[config.mk]
export PLATFORM = sky130hd
export DESIGN_NAME = mac_divider
export DESIGN_NICKNAME = d
export VERILOG_FILES = /design/src/rtl/mac_divider.sv
export SDC_FILE = /design/constraint.sdc
export NUM_CORES = 1
export LEC_CHECK = 0
export CAP_MARGIN = 5
export CORE_MARGIN = 5
export CORE_UTILIZATION = 54
export CTS_CLUSTER_DIAMETER = 100
export DETAILED_ROUTE_END_ITERATION = 10
export PLACE_DENSITY = 0.81
export SYNTH_ARGS = -nofsm -noshare
export SYNTH_HDL_FRONTEND = slang
export SYNTH_SLANG_ARGS = --single-unit
[constraint.sdc]
create_clock -name clk -period 3 [get_ports clk]
set_input_delay 0.75 -clock clk [delete_from_list [all_inputs] [get_ports clk]]
set_output_delay 0.75 -clock clk [all_outputs]
set_load 0.05 [all_outputs]
[src/rtl/mac_divider.sv]
// mac_divider: sequential restoring divider, MUL_WIDTH-bit dividend by a
// DATA_WIDTH-bit divisor, one quotient bit per clock, with valid/ready
// handshakes on both sides. Divide-by-zero and quotient overflow are
// resolved on the accepting edge without iterating.
// Optional build macro: MAC_DIVIDER_DISPLAY_EN prints each result as it
// becomes valid; behaviour and timing are unchanged either way.
// MUL_WIDTH is expected to equal 2*DATA_WIDTH.
module mac_divider #(
    parameter int DATA_WIDTH = 16,
    parameter int MUL_WIDTH  = 32
) (
    input  logic                  clk,
    input  logic                  rst,
    input  logic                  in_valid,
    output logic                  in_ready,
    input  logic [MUL_WIDTH-1:0]  dividend,
    input  logic [DATA_WIDTH-1:0] divisor,
    output logic                  out_valid,
    input  logic                  out_ready,
    output logic [DATA_WIDTH-1:0] quotient,
    output logic [DATA_WIDTH-1:0] remainder,
    output logic                  div_by_zero,
    output logic                  overflow
);

    localparam int CW = $clog2(DATA_WIDTH + 1);
    localparam logic [CW-1:0] LAST_CNT = CW'(DATA_WIDTH - 1);

    localparam logic [1:0] S_IDLE = 2'd0;
    localparam logic [1:0] S_CALC = 2'd1;
    localparam logic [1:0] S_DONE = 2'd2;

    logic [1:0]            state_q, state_d;
    logic [DATA_WIDTH-1:0] r_q, r_d;      // partial remainder; stays below the divisor
    logic [DATA_WIDTH-1:0] q_q, q_d;      // low dividend bits shifting out, quotient bits in
    logic [DATA_WIDTH-1:0] div_q, div_d;
    logic [CW-1:0]         cnt_q, cnt_d;
    logic [DATA_WIDTH-1:0] quo_q, quo_d;
    logic [DATA_WIDTH-1:0] rem_q, rem_d;
    logic                  dbz_q, dbz_d;
    logic                  ovf_q, ovf_d;

    logic [DATA_WIDTH-1:0] dvd_hi, dvd_lo;
    logic [DATA_WIDTH:0]   r_shift;       // R shifted left with the next dividend bit: one extra bit
    logic                  fits;

    assign dvd_hi = dividend[MUL_WIDTH-1:DATA_WIDTH];
    assign dvd_lo = dividend[DATA_WIDTH-1:0];

    assign in_ready    = (state_q == S_IDLE);
    assign out_valid   = (state_q == S_DONE);
    assign quotient    = quo_q;
    assign remainder   = rem_q;
    assign div_by_zero = dbz_q;
    assign overflow    = ovf_q;

    // Next-state and datapath: accept/classify in IDLE, one restoring step per CALC cycle.
    always_comb begin
        // NOTE: every signal gets its hold value first so no path leaves it unassigned (no latches).
        state_d = state_q;
        r_d     = r_q;
        q_d     = q_q;
        div_d   = div_q;
        cnt_d   = cnt_q;
        quo_d   = quo_q;
        rem_d   = rem_q;
        dbz_d   = dbz_q;
        ovf_d   = ovf_q;
        r_shift = {r_q, q_q[DATA_WIDTH-1]};
        fits    = (r_shift >= {1'b0, div_q});

        case (state_q)
            S_IDLE: begin
                if (in_valid) begin
                    div_d = divisor;
                    if (divisor == '0) begin
                        state_d = S_DONE;
                        dbz_d   = 1'b1;
                        ovf_d   = 1'b0;
                        quo_d   = '1;
                        rem_d   = dvd_lo;
                    end else if (dvd_hi >= divisor) begin
                        state_d = S_DONE;
                        dbz_d   = 1'b0;
                        ovf_d   = 1'b1;
                        quo_d   = '1;
                        rem_d   = '0;
                    end else begin
                        state_d = S_CALC;
                        r_d     = dvd_hi;
                        q_d     = dvd_lo;
                        cnt_d   = '0;
                        dbz_d   = 1'b0;
                        ovf_d   = 1'b0;
                    end
                end
            end
            S_CALC: begin
                // The difference always fits DATA_WIDTH bits because it is below the divisor.
                r_d   = fits ? (r_shift[DATA_WIDTH-1:0] - div_q) : r_shift[DATA_WIDTH-1:0];
                q_d   = {q_q[DATA_WIDTH-2:0], fits};
                cnt_d = cnt_q + 1'b1;
                if (cnt_q == LAST_CNT) begin
                    state_d = S_DONE;
                    quo_d   = q_d;
                    rem_d   = r_d;
                end
            end
            S_DONE: begin
                if (out_ready) begin
                    state_d = S_IDLE;
                end
            end
            default: state_d = S_IDLE;
        endcase
    end

    // State and datapath registers; reset aborts any operation in flight.
    always_ff @(posedge clk or negedge rst) begin
        // NOTE: sequential state uses non-blocking assignments so all flops update together.
        if (!rst) begin
            state_q <= S_IDLE;
            r_q     <= '0;
            q_q     <= '0;
            div_q   <= '0;
            cnt_q   <= '0;
            quo_q   <= '0;
            rem_q   <= '0;
            dbz_q   <= 1'b0;
            ovf_q   <= 1'b0;
        end else begin
            state_q <= state_d;
            r_q     <= r_d;
            q_q     <= q_d;
            div_q   <= div_d;
            cnt_q   <= cnt_d;
            quo_q   <= quo_d;
            rem_q   <= rem_d;
            dbz_q   <= dbz_d;
            ovf_q   <= ovf_d;
        end
    end

`ifdef MAC_DIVIDER_DISPLAY_EN
    logic [MUL_WIDTH-1:0] dividend_q;
    logic [MUL_WIDTH-1:0] disp_dividend;

    // Special cases finish on the accepting edge, before the dividend is registered.
    assign disp_dividend = (state_q == S_IDLE) ? dividend : dividend_q;

    // Keep the accepted dividend for the report printed when the result is ready.
    always_ff @(posedge clk or negedge rst) begin
        if (!rst) begin
            dividend_q <= '0;
        end else if (state_q == S_IDLE && in_valid) begin
            dividend_q <= dividend;
        end
    end

    // Report each result on the edge that enters DONE.
    always_ff @(posedge clk) begin
        if (rst && state_q != S_DONE && state_d == S_DONE) begin
            $display("mac_divider: dividend=%0d divisor=%0d quotient=%0d remainder=%0d div_by_zero=%0b overflow=%0b",
                     disp_dividend, div_d, quo_d, rem_d, dbz_d, ovf_d);
        end
    end
`endif

endmodule

### Word level (Yosys, flattened, before mapping)

Cells that the tools add are included.

* flip-flop bits (word level): 89
* bits of input ports: 52
* logic and storage cells: 61
* output and inout port bits: 36

* equality and inequality tests: 9
* reductions and logical operators: 7
* multiplexer cells: 32
* $add $sub $neg: 2
* magnitude comparators: 2

Operators by type and width (number)
* 2-to-1 mux 16 bit: 15
* one-hot mux 16 bit (2 select lines): 4
* >= comparator 17 x 16 -> 1 bit: 1
* >= comparator 16 bit: 1
* logical NOT 16 bit: 1
* subtractor 16 bit: 1
* 2-to-1 mux 5 bit: 3
* 2-to-1 mux 2 bit: 5
* one-hot mux 5 bit (2 select lines): 1
* != test 2 bit (second input constant): 4
* AND reduction 4 bit: 2
* one-hot mux 2 bit (3 select lines): 1
* adder 5 x 1 -> 5 bit (second input constant): 1
* == test 5 x 4 -> 1 bit (second input constant): 1
* 2-to-1 mux 1 bit: 3
* != test 3 x 1 -> 1 bit (second input constant): 1
* AND reduction 3 bit: 1
* == test 2 x 1 -> 1 bit (second input constant): 1
* == test 2 bit (second input constant): 1
* logical NOT 2 bit: 1
* != test 2 x 1 -> 1 bit (second input constant): 1
* AND reduction 2 bit: 1
* nonzero test 2 bit: 1

### Longest topological paths before layout

* depth after elaboration: 5
* depth in mapped cells: 13
* mapped depth without buffers: 11

### Worst setup path after synthesis

Ideal clock, no wire load.

* kind: input to register
* from: input port divisor[9]
* to: register r_q[12]
* buffers on the path: 2
* stages: 11
* data required time: 2.863 ns
* library setup time: 0.137 ns
* setup slack: 0.220 ns
* arrival: 2.643 ns
* cell sequence: inv_1 -> ha_1 -> a21o_1 -> a21o_1 -> a21oi_2 -> o21ai_1 -> a2111oi_4 -> a21o_1 -> buf_6 -> buf_2 -> o211ai_1

* cells in the longest elaborated chain, start to end: 3
* elaborated cells on any way between the ends: 5
* classes of those cells: order compare: 1; eq/ne: 2; reduce/logical: 2

RTL lines
* start: declaration: RTL line 17 `input logic [DATA_WIDTH-1:0] divisor,`
* >= comparator 16 bit / logical NOT 16 bit (equally long branches): RTL line 82, 76
* != test 2 bit (no line)
* AND reduction 4 bit (no line) (*)
* end signal: assignment: RTL line 133 `r_q <= r_d;`
* end: declaration: RTL line 34 `logic [DATA_WIDTH-1:0] r_q, r_d;`

Mark *: on every way between the ends. The rest lies on a longest branch, timed or not.
A chain may end at the register's enable or synchronous reset.

### Worst setup path after layout

* from: input port dividend[21]
* to: register quo_q[13], in the netlist quotient[13]

* cells in the longest elaborated chain, start to end: 3

RTL lines
* start: declaration: RTL line 16 `input logic [MUL_WIDTH-1:0] dividend,`
* >= comparator 16 bit: RTL line 82 `end else if (dvd_hi >= divisor) begin`
* != test 3 x 1 -> 1 bit (no line)
* AND reduction 4 bit (no line)
* end signal: assignment: RTL line 137 `quo_q <= quo_d;`
* end: declaration: RTL line 38 `logic [DATA_WIDTH-1:0] quo_q, quo_d;`

No other way between the ends.

==> results.md <==
* DRC viols at 0
* Clk Latency, worst-skew pair at 0.36 ns
* Simple-gate share of the synthesized area at 20.02%
* Cell area after layout at 7493 um^2
* Initial antenna violation count at 0
* Area contributors post-synth: dfrtp_1 (42%), ha_1 (8.0%), nand2_1 (5.9%), nor2_1 (5.5%), a31oi_1 (4.2%)
* Synth Flop Type: dfrtp_1
* Post-Route WL at 19380 um
* Fin Clk Skew at 0.01027 ns
* Count of flip-flops with a built-in enable after synthesis at 0
* Drt pass-1 iters at 5
* Main combinational cell family by area after synthesis: compound AO/OA/AOI/OAI gates
* Critical-path maximum fanout at 13
* Mapped Avg Cell Area at 8.353 um^2
* CTS Root Cell: clkbuf_8
* Top-area cell type share of the netlist area at 41.92%
* CP delay by family, top: compound AO/OA/AOI/OAI gates
* Fin. Hold Viols at 0
* ANT nets after route at 0
* Max Root-Sink Buffers at 2
* Dpl cell area at 6670 um^2
* Die width at 109.2 um
* Synth Instances at 636
* Worst VDD drop at 895.9 uV
* Dpl cells at 881
* Overflow after GRT at 0
* Clk sinks at 89
* Global-route wire length before repair at 28730 um
* Post-synthesis sequential area ratio at 41.92%
* Mux cell area share after synthesis at 0.1884%
* Starting density of the core at 54.86%
* Tot GR Track Use at 31.24%
* Final nets at 875
* Period utilization at 99.01%
* DR WL/cell at 20.96 um
* Fin crit period at 2.970 ns
* Placer Congestion at 0.9785
* H-tree depth at 3
* Post-layout util at 77.38%
* Status: complete, no violations
* Count of cell types in the netlist at 54
* DR vias/cell at 6.213
* Fillers at 639
* FP Rows at 36
* Number of diodes at 0
* Total power per unit cell area at 1276 nW/um^2
* Slowest CP cell: a2111oi_4
* Netlist Area Pre-Place at 5313 um^2
* Setup crit end kind: flip-flop
* Initial drt markers at 705
* Most used cell, CP: buf_12
* Die Height at 109.2 um
* Slew HR at 53.16%
* Most frequent cell after synthesis: dfrtp_1
* Reg clk slew, reported paths at 0.10 ns
* Fraction of layout cells with a size suffix above 1 at 21.21%
* Yosys reg bits at 89
* Syn nets at 723
* PortBufs at 87
* Hold WS at 0.4278 ns
* Setup violators final at 0
* HPWL after DPL at 11870 um
* Critical Path Start Type: input pin
* Fin cells at 925
* TritonCTS clock tree: yes
* Synth top cells by count: dfrtp_1 (89), nand2_1 (84), nor2_1 (78)
* Data arrival time of the worst path at 3.23 ns
* Peak Freq at 336.7 MHz
* Die area at 11920 um^2
* Buffer and inverter count on the worst path at 5
* Largest net degree at the start of global routing at 53
* Vias at 5747
* Pleak at 3.390 nW
* Crit path kind: input pin to flip-flop
* Vias in the first global route at 5660
* Async set-or-reset flop fraction in the synthesized netlist at 100.0%
* Total CTS buffers at 9
* Hold Crit Class: input pin to asynchronous set/reset pin
* Synth Area in Compound Gates at 20.84%
* Core ar. at 9684 um^2
* Synth area leader: dfrtp_1
* Area Growth Syn to Fin at 41.05%
* Worst path cell trace: dlygate4sd2_1 > ha_4 > a21o_1 > a221oi_4 > o21ai_2 > a2111oi_4 > buf_4 > buf_12 > o21ai_4 > buf_12 > buf_16 > nor2_1 > a21oi_1
* Synth Area in XOR/XNOR at 1.813%
* Number of max-cap violations at 0
* IO Pins at 88
* Yosys warns at 0
* Worst-Margin Slew at 0.7027 ns
* Adder-cell share of the synthesized area at 8.384%
* Final Max Tran Viols at 0
* Required @ worst endpoint at 3.26 ns
* Max incr delay on CP at 0.42 ns
==> report_power, final <==
group	internal, mW	switching (mW)
Sequential	1.80	0.464
Clock	0.299	0.454
Combinational	2.50	4.04
==> state kept, by name, summed over array words and instances (netlist names) <==
| name | flops |
|---|---|
| cnt_q | 5 |
| div_q | 16 |
| r_q | 16 |
| q_q | 16 |
| div_by_zero | 1 |
| quotient | 16 |
| state_q | 2 |
| overflow | 1 |
| remainder | 16 |
==> repair_timing <==
item                                    CTS  global route
resized for setup                        33            58
buffers inserted                         21             1
hold buffers                              0             0
pin swaps                                13            19
endpoints found under the setup margin   68            68
cloned                                    5             2
==> kinds of logic after synthesis <==
group / Yosys count
AO/OA/AOI/OAI: 176
flip-flops: 89
AND/OR/NAND/NOR: 240
adder cells (fa/ha/maj): 35
multiplexers: 1
XOR/XNOR: 11
buffers and inverters: 84
==> area by class of cell <==
cell class | count | area, um^2 | area share, %
Multi-Input combinational cell | 463 | 2993 | 39.94
Sequential cell | 89 | 2227 | 29.72
Timing Repair Buffer | 177 | 1758 | 23.46
Inverter | 48 | 180.2 | 2.404
Tap cell | 133 | 166.4 | 2.221
Clock buffer | 9 | 123.9 | 1.653
Clock inverter | 6 | 45.04 | 0.6011
==> final timing paths <==
path	startpoint	to	slack (ns)	cells past startpoint
min reg2reg	cnt_q[4]$_DFFE_PN0P_	cnt_q[4]$_DFFE_PN0P_	0.52	2
min in group clk	cnt_q[4]$_DFFE_PN0P_	cnt_q[4]$_DFFE_PN0P_	0.52	2
max reg2reg	r_q[3]$_DFFE_PN0P_	r_q[9]$_DFFE_PN0P_	0.17	10
min	rst	div_q[13]$_DFFE_PN0P_	0.43	1
max	dividend[21]	quotient[13]$_DFFE_PN0P_	0.03	13
max in group asynchronous	rst	div_q[12]$_DFFE_PN0P_	1.94	2
==> metrics by stage <==
step	setup slack (ns)	setup TNS [ns]	total power, mW
final	0.02964	0	9.559
after global routing	-0.07192	-0.6182	10.12
after CTS	0.003911	0	9.067
after detailed placement	-0.6688	-35.97	8.091
after global placement	-0.5804	-32.82	7.947
after floorplan	0.2203	0	6.292
==> cell usage in the layout (no fill, tap or decap), types with 9 or more instances in the layout <==
cell / n
o211ai_1: 13
nor3_1: 17
nand2_1: 84
buf_4: 76
o21ai_1: 10
dlymetal6s2s_1: 11
a21o_1: 11
nor2_1: 58
dfrtp_1: 89
nand3_1: 20
inv_1: 43
a21oi_1: 39
clkbuf_8: 9
a31oi_1: 33
clkdlybuf4s50_1: 65
o21ai_0: 32
ha_1: 28
nor2_2: 18
==> metal layers <==
metal | track usage [%] | wire (um)
met5 | 0 | 0
met4 | 15.32 | 1078
met3 | 6.809 | 1768
met2 | 49.52 | 9287
met1 | 40.53 | 7249
Power figures use the tool's default switching activity.
